File: src/rtl/program_loader_pkg.sv
// Shared types and widths for the boot-time program loader.
package program_loader_pkg;

  localparam int unsigned CNT_W       = 16;
  localparam int unsigned BYTE_W      = 8;
  localparam int unsigned WORD_W      = 32;
  localparam int unsigned WORD_STRIDE = 4;

  typedef enum logic [2:0] {
    CNT_HI,
    CNT_LO,
    DATA,
    CHECK,
    RUN,
    ERROR
  } state_t;

endpackage

File: src/rtl/program_loader_word_assembler.sv
// Big-endian byte-to-word assembler: four strobed bytes form one 32-bit word.
module word_assembler
  import program_loader_pkg::*;
(
  input  logic              clk,
  input  logic              rst,
  input  logic [BYTE_W-1:0] byte_in,
  input  logic              strobe,
  input  logic              clear,
  output logic              word_done,
  output logic [WORD_W-1:0] word
);

  logic [1:0]               byte_cnt;
  logic [WORD_W-BYTE_W-1:0] shift_q;

  always_ff @(posedge clk or negedge rst) begin
    if (!rst) begin
      byte_cnt <= '0;
      shift_q  <= '0;
    end else if (clear) begin
      byte_cnt <= '0;
    end else if (strobe) begin
      byte_cnt <= byte_cnt + 2'd1;
      shift_q  <= {shift_q[WORD_W-2*BYTE_W-1:0], byte_in};
    end
  end

  // The 4th byte completes the word combinationally so the top can register it.
  assign word_done = strobe && (byte_cnt == 2'd3);
  assign word      = {shift_q, byte_in};

endmodule

File: src/rtl/program_loader.sv
// Byte-stream program loader: writes big-endian words to instruction memory,
// then raises cpu_run. Optional trailing XOR checksum: PROGRAM_LOADER_CHECKSUM_EN.
module program_loader
  import program_loader_pkg::*;
#(
  parameter int unsigned ADDR_WIDTH = 8,
  parameter logic [31:0] BASE_ADDR  = 32'h0000_0000
) (
  input  logic                clk,
  input  logic                rst,
  input  logic [7:0]          in_data,
  input  logic                in_valid,
  output logic                in_ready,
  output logic                imem_wren,
  output logic [31:0]         imem_addr,
  output logic [31:0]         imem_wdata,
  output logic [ADDR_WIDTH:0] words_loaded,
  output logic                cpu_run,
  output logic                load_error
);

  localparam logic [31:0] MAX_WORDS = 32'd1 << ADDR_WIDTH;

`ifdef PROGRAM_LOADER_CHECKSUM_EN
  localparam state_t END_STATE = CHECK;
`else
  localparam state_t END_STATE = RUN;
`endif

  state_t             state_q, state_d;
  logic [CNT_W-1:0]   count_q;
  logic [CNT_W-1:0]   count_full;
  logic               xfer;
  logic               last_word;
  logic               word_done;
  logic [WORD_W-1:0]  word;

  assign xfer       = in_valid && in_ready;
  assign count_full = {count_q[CNT_W-1:BYTE_W], in_data};
  assign last_word  = (32'(words_loaded) + 32'd1) == 32'(count_q);

  word_assembler u_word_assembler (
    .clk       (clk),
    .rst       (rst),
    .byte_in   (in_data),
    .strobe    (xfer && (state_q == DATA)),
    .clear     (state_q != DATA),
    .word_done (word_done),
    .word      (word)
  );

`ifdef PROGRAM_LOADER_CHECKSUM_EN
  logic [BYTE_W-1:0] csum_q;

  always_ff @(posedge clk or negedge rst) begin
    if (!rst) begin
      csum_q <= '0;
    end else if (xfer && (state_q != CHECK)) begin
      csum_q <= csum_q ^ in_data;
    end
  end
`endif

  always_comb begin
    state_d = state_q;
    case (state_q)
      CNT_HI: if (xfer) state_d = CNT_LO;
      CNT_LO: begin
        if (xfer) begin
          if (32'(count_full) > MAX_WORDS) state_d = ERROR;
          else if (count_full == '0)       state_d = END_STATE;
          else                             state_d = DATA;
        end
      end
      DATA: if (word_done && last_word) state_d = END_STATE;
`ifdef PROGRAM_LOADER_CHECKSUM_EN
      CHECK: if (xfer) state_d = (in_data == csum_q) ? RUN : ERROR;
`endif
      default: state_d = state_q;
    endcase
  end

  always_ff @(posedge clk or negedge rst) begin
    if (!rst) begin
      state_q      <= CNT_HI;
      count_q      <= '0;
      in_ready     <= 1'b0;
      imem_wren    <= 1'b0;
      imem_addr    <= '0;
      imem_wdata   <= '0;
      words_loaded <= '0;
      cpu_run      <= 1'b0;
      load_error   <= 1'b0;
    end else begin
      state_q   <= state_d;
      in_ready  <= (state_d != RUN) && (state_d != ERROR);
      imem_wren <= word_done;
      if (xfer && (state_q == CNT_HI)) count_q[CNT_W-1:BYTE_W] <= in_data;
      if (xfer && (state_q == CNT_LO)) count_q[BYTE_W-1:0]     <= in_data;
      if (word_done) begin
        imem_addr  <= BASE_ADDR + 32'(words_loaded) * WORD_STRIDE;
        imem_wdata <= word;
        if (32'(words_loaded) < 32'(count_q))
          words_loaded <= words_loaded + {{ADDR_WIDTH{1'b0}}, 1'b1};
      end
      // After the final write, cpu_run waits one cycle behind the strobe;
      // other entries into RUN raise it on the transfer edge itself.
      cpu_run    <= cpu_run || (state_q == RUN) ||
                    ((state_d == RUN) && (state_q != DATA));
      load_error <= load_error || (state_d == ERROR);
    end
  end

endmodule

File: config.mk
export PLATFORM = sky130hd
export DESIGN_NAME = program_loader
export DESIGN_NICKNAME = d
export VERILOG_FILES = /design/src/rtl/program_loader_pkg.sv /design/src/rtl/program_loader_word_assembler.sv /design/src/rtl/program_loader.sv
export SDC_FILE = /design/constraint.sdc
export NUM_CORES = 1
export LEC_CHECK = 0
export BUFFER_PORTS_ARGS = -buffer_cell sky130_fd_sc_hd__buf_2
export CAP_MARGIN = 15
export CORE_MARGIN = 5
export CORE_UTILIZATION = 56
export CTS_CLUSTER_DIAMETER = 40
export DETAILED_ROUTE_END_ITERATION = 8
export PLACE_DENSITY = 0.81
export SLEW_MARGIN = 15
export SYNTH_ARGS = -nofsm -noshare
export SYNTH_HDL_FRONTEND = slang
export SYNTH_SLANG_ARGS = --single-unit
File: constraint.sdc
create_clock -name clk -period 2.83 [get_ports clk]
set_clock_uncertainty 0.2 [all_clocks]
set_input_delay 0.566 -clock clk [delete_from_list [all_inputs] [get_ports clk]]
set_output_delay 0.566 -clock clk [all_outputs]
set_load 0.02 [all_outputs]
==> results of run 1 <==
-- registers in the layout, summed over array words and instances (netlist names), 2 cells and up --
signal                     cells
u_word_assembler.byte_cnt      2
words_loaded                   9
state_q                        3
count_q                       16
imem_wdata                    32
imem_addr                      9
u_word_assembler.shift_q      24
-- through the flow --
step / std cells / utilization / setup WS, ns / instance area [µm²]
6_report: 667 / 0.629 / 0.395 / 5410
5_1_grt: 667 / 0.629 / 0.291 / 5410
4_1_cts: 667 / 0.629 / 0.414 / 5410
3_5_place_dp: 651 / 0.606 / 0.260 / 5210
3_3_place_gp: 651 / 0.606 / 0.352 / 5210
2_1_floorplan: 518 / - / 0.510 / 4930
-- power groups by stage --
stage | Clock (mW) | Sequential (mW) | Combinational, mW
3_3_place_gp | 0 | 1.80 | 0.654
3_5_place_dp | 0 | 1.82 | 0.691
5_1_grt | 0.995 | 1.82 | 0.767
2_1_floorplan | 0 | 1.77 | 0.530
4_1_cts | 0.932 | 1.79 | 0.696
6_report | 0.920 | 1.79 | 0.697
-- worst max-delay path, stage by stage (launching register included) --
cell and delay (ns):
dfrtp_1 0.52, nor3b_2 0.27, nand3_2 0.11, or4_1 0.56, nor4_2 0.20, nand4_2 0.23, a22o_1 0.24
-- placed cells by master, fill, tap and decap left out, types with 7 or more instances in the layout --
cell / count
a21oi_1: 11
buf_2: 63
buf_4: 14
clkbuf_8: 9
conb_1: 23
dfrtp_1: 99
ha_1: 11
inv_1: 11
mux2_2: 32
nand2_1: 138
nand3_1: 22
nor2_1: 12
nor3_1: 9
o211ai_1: 9
o21ai_0: 11
xnor2_1: 7
-- cell families after synthesis --
logic type	share of synthesized area
buffers and inverters	0.0694
AOI/OAI and AO/OA	0.0860
other	0.000774
DFF	0.511
and+or+nand+nor	0.204
xor gates and xnor gates	0.0235
adders and majority gates	0.0284
muxes	0.0764
-- metal layers --
metal | routed length [µm] | global-route usage | up-vias
li1 | - | - | 1746
met1 | 4660 | 0.281 | 1767
met2 | 5220 | 0.363 | 140
met3 | 700 | 0.0392 | 21
met4 | 215 | 0.0717 | 0
met5 | 0 | 0 | -
-- area by class of cell --
class / count / area (µm²) / share of cell area
sequential: 99 / 2480 / 0.458
multi-input combinational: 355 / 2120 / 0.391
timing repair buffer: 78 / 440 / 0.0814
tap: 108 / 135 / 0.0250
clock buffer: 10 / 128 / 0.0236
clock inverter: 6 / 71.3 / 0.0132
inverter: 11 / 41.3 / 0.00763
-- path summary, 6_finish.rpt --
check | startpoint | endpoint | slack [ns] | cells past startpoint
max in group asynchronous | rst | words_loaded[5]$_DFFE_PN0P_ | 1.69 | 2
setup / recovery | state_q[1]$_DFF_PN0_ | state_q[1]$_DFF_PN0_ | 0.39 | 6
hold / removal | rst | imem_wdata[8]$_DFFE_PN0P_ | 0.06 | 1
setup reg to reg | state_q[1]$_DFF_PN0_ | state_q[1]$_DFF_PN0_ | 0.39 | 6
min in group clk | in_data[0] | imem_wdata[0]$_DFFE_PN0P_ | 0.27 | 3
hold reg to reg | u_word_assembler.shift_q[22]$_DFFE_PN0P_ | imem_wdata[30]$_DFFE_PN0P_ | 0.27 | 2
==> impl_metrics.tcl, run 1 <==
set metrics [dict create \
    ys_types 56 \
    comb_power_share 0.205 \
    grt_overflow 0 \
    power_density_nw_per_um2 630 \
    period_minus_slack_ns 2.44 \
    synth-async-reset-ratio 1.00 \
    pwr-share-seq 0.525 \
    num_antenna_cells 0 \
    grt_first_pass_wirelength_um 17800 \
    die_h_um 103 \
    clk_pin_slew_ns 0.10 \
    first_global_vias 3671 \
    p_sw_frac 0.309 \
    slew_headroom 0.500 \
    cts_sinks 99 \
    power.share.clock 0.270 \
    cp-start-kind "register" \
    crit_required_ns 2.89 \
    vias 3674 \
    core_um2 8590 \
    syn_to_final_growth_pct 11.6 \
    die_x_um 103 \
    synth_top_area_cell "dfrtp_1" \
    drv_slew 0 \
    ant_nets 0 \
    seq_area_frac_synth 0.511 \
    synth.avg_cell_area_um2 9.77 \
    worstPathArrival_ns 2.50 \
    antenna_found_initial 0 \
    synth_area_leaders "dfrtp_1 (51%), nand2_1 (11%), mux2_2 (7.4%)" \
    yosysMostFrequentCell "nand2_1" \
    p_leak_nw 2.80 \
    critPathMaxFanout 9 \
    clock_path_buffers 2 \
    netlist_instances 496 \
    netSwitchingPower_mw 1.05 \
    fmax_mhz 411 \
    fin_nets 576 \
    grt_max_degree 60 \
    place_congestion 0.892 \
    viasPerCell 5.51 \
    cts_buffers 9 \
    endpoint_kind "register" \
    peakVddDrop_mv 0.316 \
    synth_common_cells "nand2_1 (138), dfrtp_1 (99), mux2_2 (32)" \
    status "completed" \
    ys_seq_elements 99 \
    drt-total-wl_um 10800 \
    cts_resized 0 \
    layout-drive-gt1-share 0.243 \
    worst_pin_slew_ns 0.751 \
    cts_hold_buf 0 \
    drt_iter0_markers 163 \
    drv_cap 0 \
    dieArea_um2 10600 \
    clk_latency_ns 0.36 \
    fin_hold_ws_ns 0.0588 \
    crit_type "register to register" \
    nFillCells 720 \
    io_buffers 64 \
    rows 34 \
    cts_tree "built" \
    power_mw 3.41 \
    synth_area_um2 4850 \
    cts_root_buf "clkbuf_8" \
    hold_path_class "input port to async pin" \
    io_pins 88 \
    hold_violations 0 \
    yosys_warnings 0 \
    drt_first_pass_iters 5 \
    setup_viol 0 \
    wl_per_cell_um 16.2 \
    netlist.area_leader.share 0.511 \
    hpwlAfterDp_um 7500 \
    synthFlopType "dfrtp_1" \
    cts_setup_buffers 0 \
    period_share 0.860 \
    drc 0 \
    h-tree-depth 3 \
    grtUsageTotal 0.215 \
    initial_core_util 0.564 \
    fin_tns_setup_ns 0 \
    p_int_mw 2.36 \
    synth_edf_count 0 \
    rsz0062_at_grt "no" \
]
(Power assumes the default switching activity.)
==> inputs of run 2 (changes only) <==
--- a/config.mk
+++ b/config.mk
@@ -7,11 +7,12 @@
 export LEC_CHECK = 0
 export BUFFER_PORTS_ARGS = -buffer_cell sky130_fd_sc_hd__buf_2
 export CAP_MARGIN = 15
-export CORE_MARGIN = 5
-export CORE_UTILIZATION = 56
+export CORE_UTILIZATION = 58
+export CTS_BUF_LIST = sky130_fd_sc_hd__clkbuf_4
 export CTS_CLUSTER_DIAMETER = 40
 export DETAILED_ROUTE_END_ITERATION = 8
-export PLACE_DENSITY = 0.81
+export GPL_TIMING_DRIVEN = 0
+export PLACE_DENSITY = 0.84
 export SLEW_MARGIN = 15
 export SYNTH_ARGS = -nofsm -noshare
 export SYNTH_HDL_FRONTEND = slang
==> impl_metrics.tcl, run 2 (synthesized netlist as in run 1, its figures left out) <==
set metrics [dict create \
    status "completed" \
    drt_iter0_markers 227 \
    worstPathArrival_ns 2.68 \
    fmax_mhz 396 \
    setup_viol 0 \
    hold_path_class "input port to register" \
    power_mw 3.30 \
    hold_violations 0 \
    worstPathCellList "buf_4, nor3b_2, nand3_2, or4_1, nor4_2, nand4_2, a22o_1" \
    cts_buffers 9 \
    largest_register_ffs 32 \
    wl_per_cell_um 15.0 \
    drt-total-wl_um 10500 \
    top_register "imem_wdata" \
    io_pins 88 \
    clk_pin_slew_ns 0.16 \
    power_density_nw_per_um2 592 \
    final_util 0.706 \
    h-tree-depth 3 \
    grt_max_degree 53 \
    cp-start-kind "register" \
    cts_tree "built" \
    peakVddDrop_mv 0.340 \
    fin_nets 617 \
    die_h_um 93.4 \
    hpwlAfterDp_um 7780 \
    endpoint_kind "register" \
    rsz0062_at_grt "no" \
    grt_first_pass_wirelength_um 17300 \
    antenna_found_initial 0 \
    crit_type "register to register" \
    grt_overflow 0 \
    p_sw_frac 0.321 \
    pwr-share-seq 0.545 \
    drv_slew 0 \
    viasPerCell 5.41 \
    num_antenna_cells 0 \
    clock_path_buffers 2 \
    cts_resized 0 \
    comb_power_share 0.215 \
    timing.critical_path.slowest_cell_delay_ns 0.57 \
    io_buffers 64 \
    dieArea_um2 8730 \
    critPathMaxFanout 8 \
    drv_cap 0 \
    rows 32 \
    vias 3795 \
    first_global_vias 3512 \
    clk_latency_ns 0.46 \
    top_regs "imem_wdata (32), u_word_assembler.shift_q (24), count_q (16)" \
    fin_tns_setup_ns 0 \
    period_share 0.892 \
    drt_first_pass_iters 4 \
    worst_pin_slew_ns 0.728 \
    crit_required_ns 2.99 \
    p_leak_nw 2.90 \
    grtUsageTotal 0.259 \
    core_um2 7890 \
    p_int_mw 2.24 \
    place_congestion 0.960 \
    drc 0 \
    final_cell_mix "nand2_1 (138), dfrtp_1 (99), buf_2 (65)" \
    netSwitchingPower_mw 1.06 \
    slew_headroom 0.514 \
    power.share.clock 0.241 \
    cts_root_buf "clkbuf_4" \
    syn_to_final_growth_pct 14.9 \
    final_common_cell "nand2_1" \
    die_x_um 93.4 \
    period_minus_slack_ns 2.52 \
    ant_nets 0 \
    layout-drive-gt1-share 0.250 \
    crit_slowest_cell "or4_1" \
    cts_sinks 99 \
    initial_core_util 0.615 \
]
-- run 2: area by class of cell --
type | count | area (µm²)
fill | 617 | 2320
tap | 102 | 128
inverter | 11 | 41.3
multi-input combinational | 355 | 2120
timing repair buffer | 66 | 360
buffer | 53 | 295
clock buffer | 9 | 67.6
sequential | 99 | 2480
clock inverter | 7 | 83.8
-- run 2: stage by stage --
stage          cell area (µm²)  worst slack [ns]  instances  hold slack (ns)
6_report                  5570             0.307        702            0.174
5_1_grt                   5570             0.152        702            0.171
4_1_cts                   5570             0.292        702            0.158
3_5_place_dp              5410             0.119        685            0.246
3_3_place_gp              5380             0.102        684            0.242
2_1_floorplan             4930             0.510        518           0.0704
-- run 2: repair_timing --
action | CTS | global route
endpoints found under the hold margin | 47 | 0
buffers inserted | 0 | 0
hold buffers | 1 | 0
-- run 2: routing by layer --
metal / track usage / wire length [µm] / vias to the layer above
li1: - / - / 1840
met1: 0.368 / 4770 / 1824
met2: 0.413 / 5110 / 118
met3: 0.0350 / 528 / 13
met4: 0.0859 / 141 / 0
met5: 0 / 0 / -
-- run 2: critical path: cells and delay by family (launching register included) --
family,cells,cell delay (ns)
buffers and inverters,1,0.16
AOI/OAI and AO/OA,1,0.25
and+or+nand+nor,5,1.42
DFF,1,0.40
-- run 2: power by group through the flow --
| stage | sequential, mW | combinational, mW | clock, mW |
|---|---|---|---|
| floorplan | 1.77 | 0.530 | 0 |
| global placement | 1.80 | 0.663 | 0 |
| detailed placement | 1.82 | 0.703 | 0 |
| CTS | 1.79 | 0.709 | 0.806 |
| global route | 1.82 | 0.784 | 0.860 |
| finish | 1.80 | 0.708 | 0.793 |
-- run 2: path summary, 6_finish.rpt --
kind	from	endpoint	slack, ns	depth (start not counted)
max	state_q[0]$_DFF_PN0_	state_q[1]$_DFF_PN0_	0.31	7
min	in_data[7]	imem_wdata[7]$_DFFE_PN0P_	0.17	3
max in group asynchronous	rst	words_loaded[6]$_DFFE_PN0P_	1.34	3
max reg2reg	state_q[0]$_DFF_PN0_	state_q[1]$_DFF_PN0_	0.31	7
min in group asynchronous	rst	imem_wdata[7]$_DFFE_PN0P_	0.43	2
min reg2reg	u_word_assembler.shift_q[23]$_DFFE_PN0P_	imem_wdata[31]$_DFFE_PN0P_	0.28	2
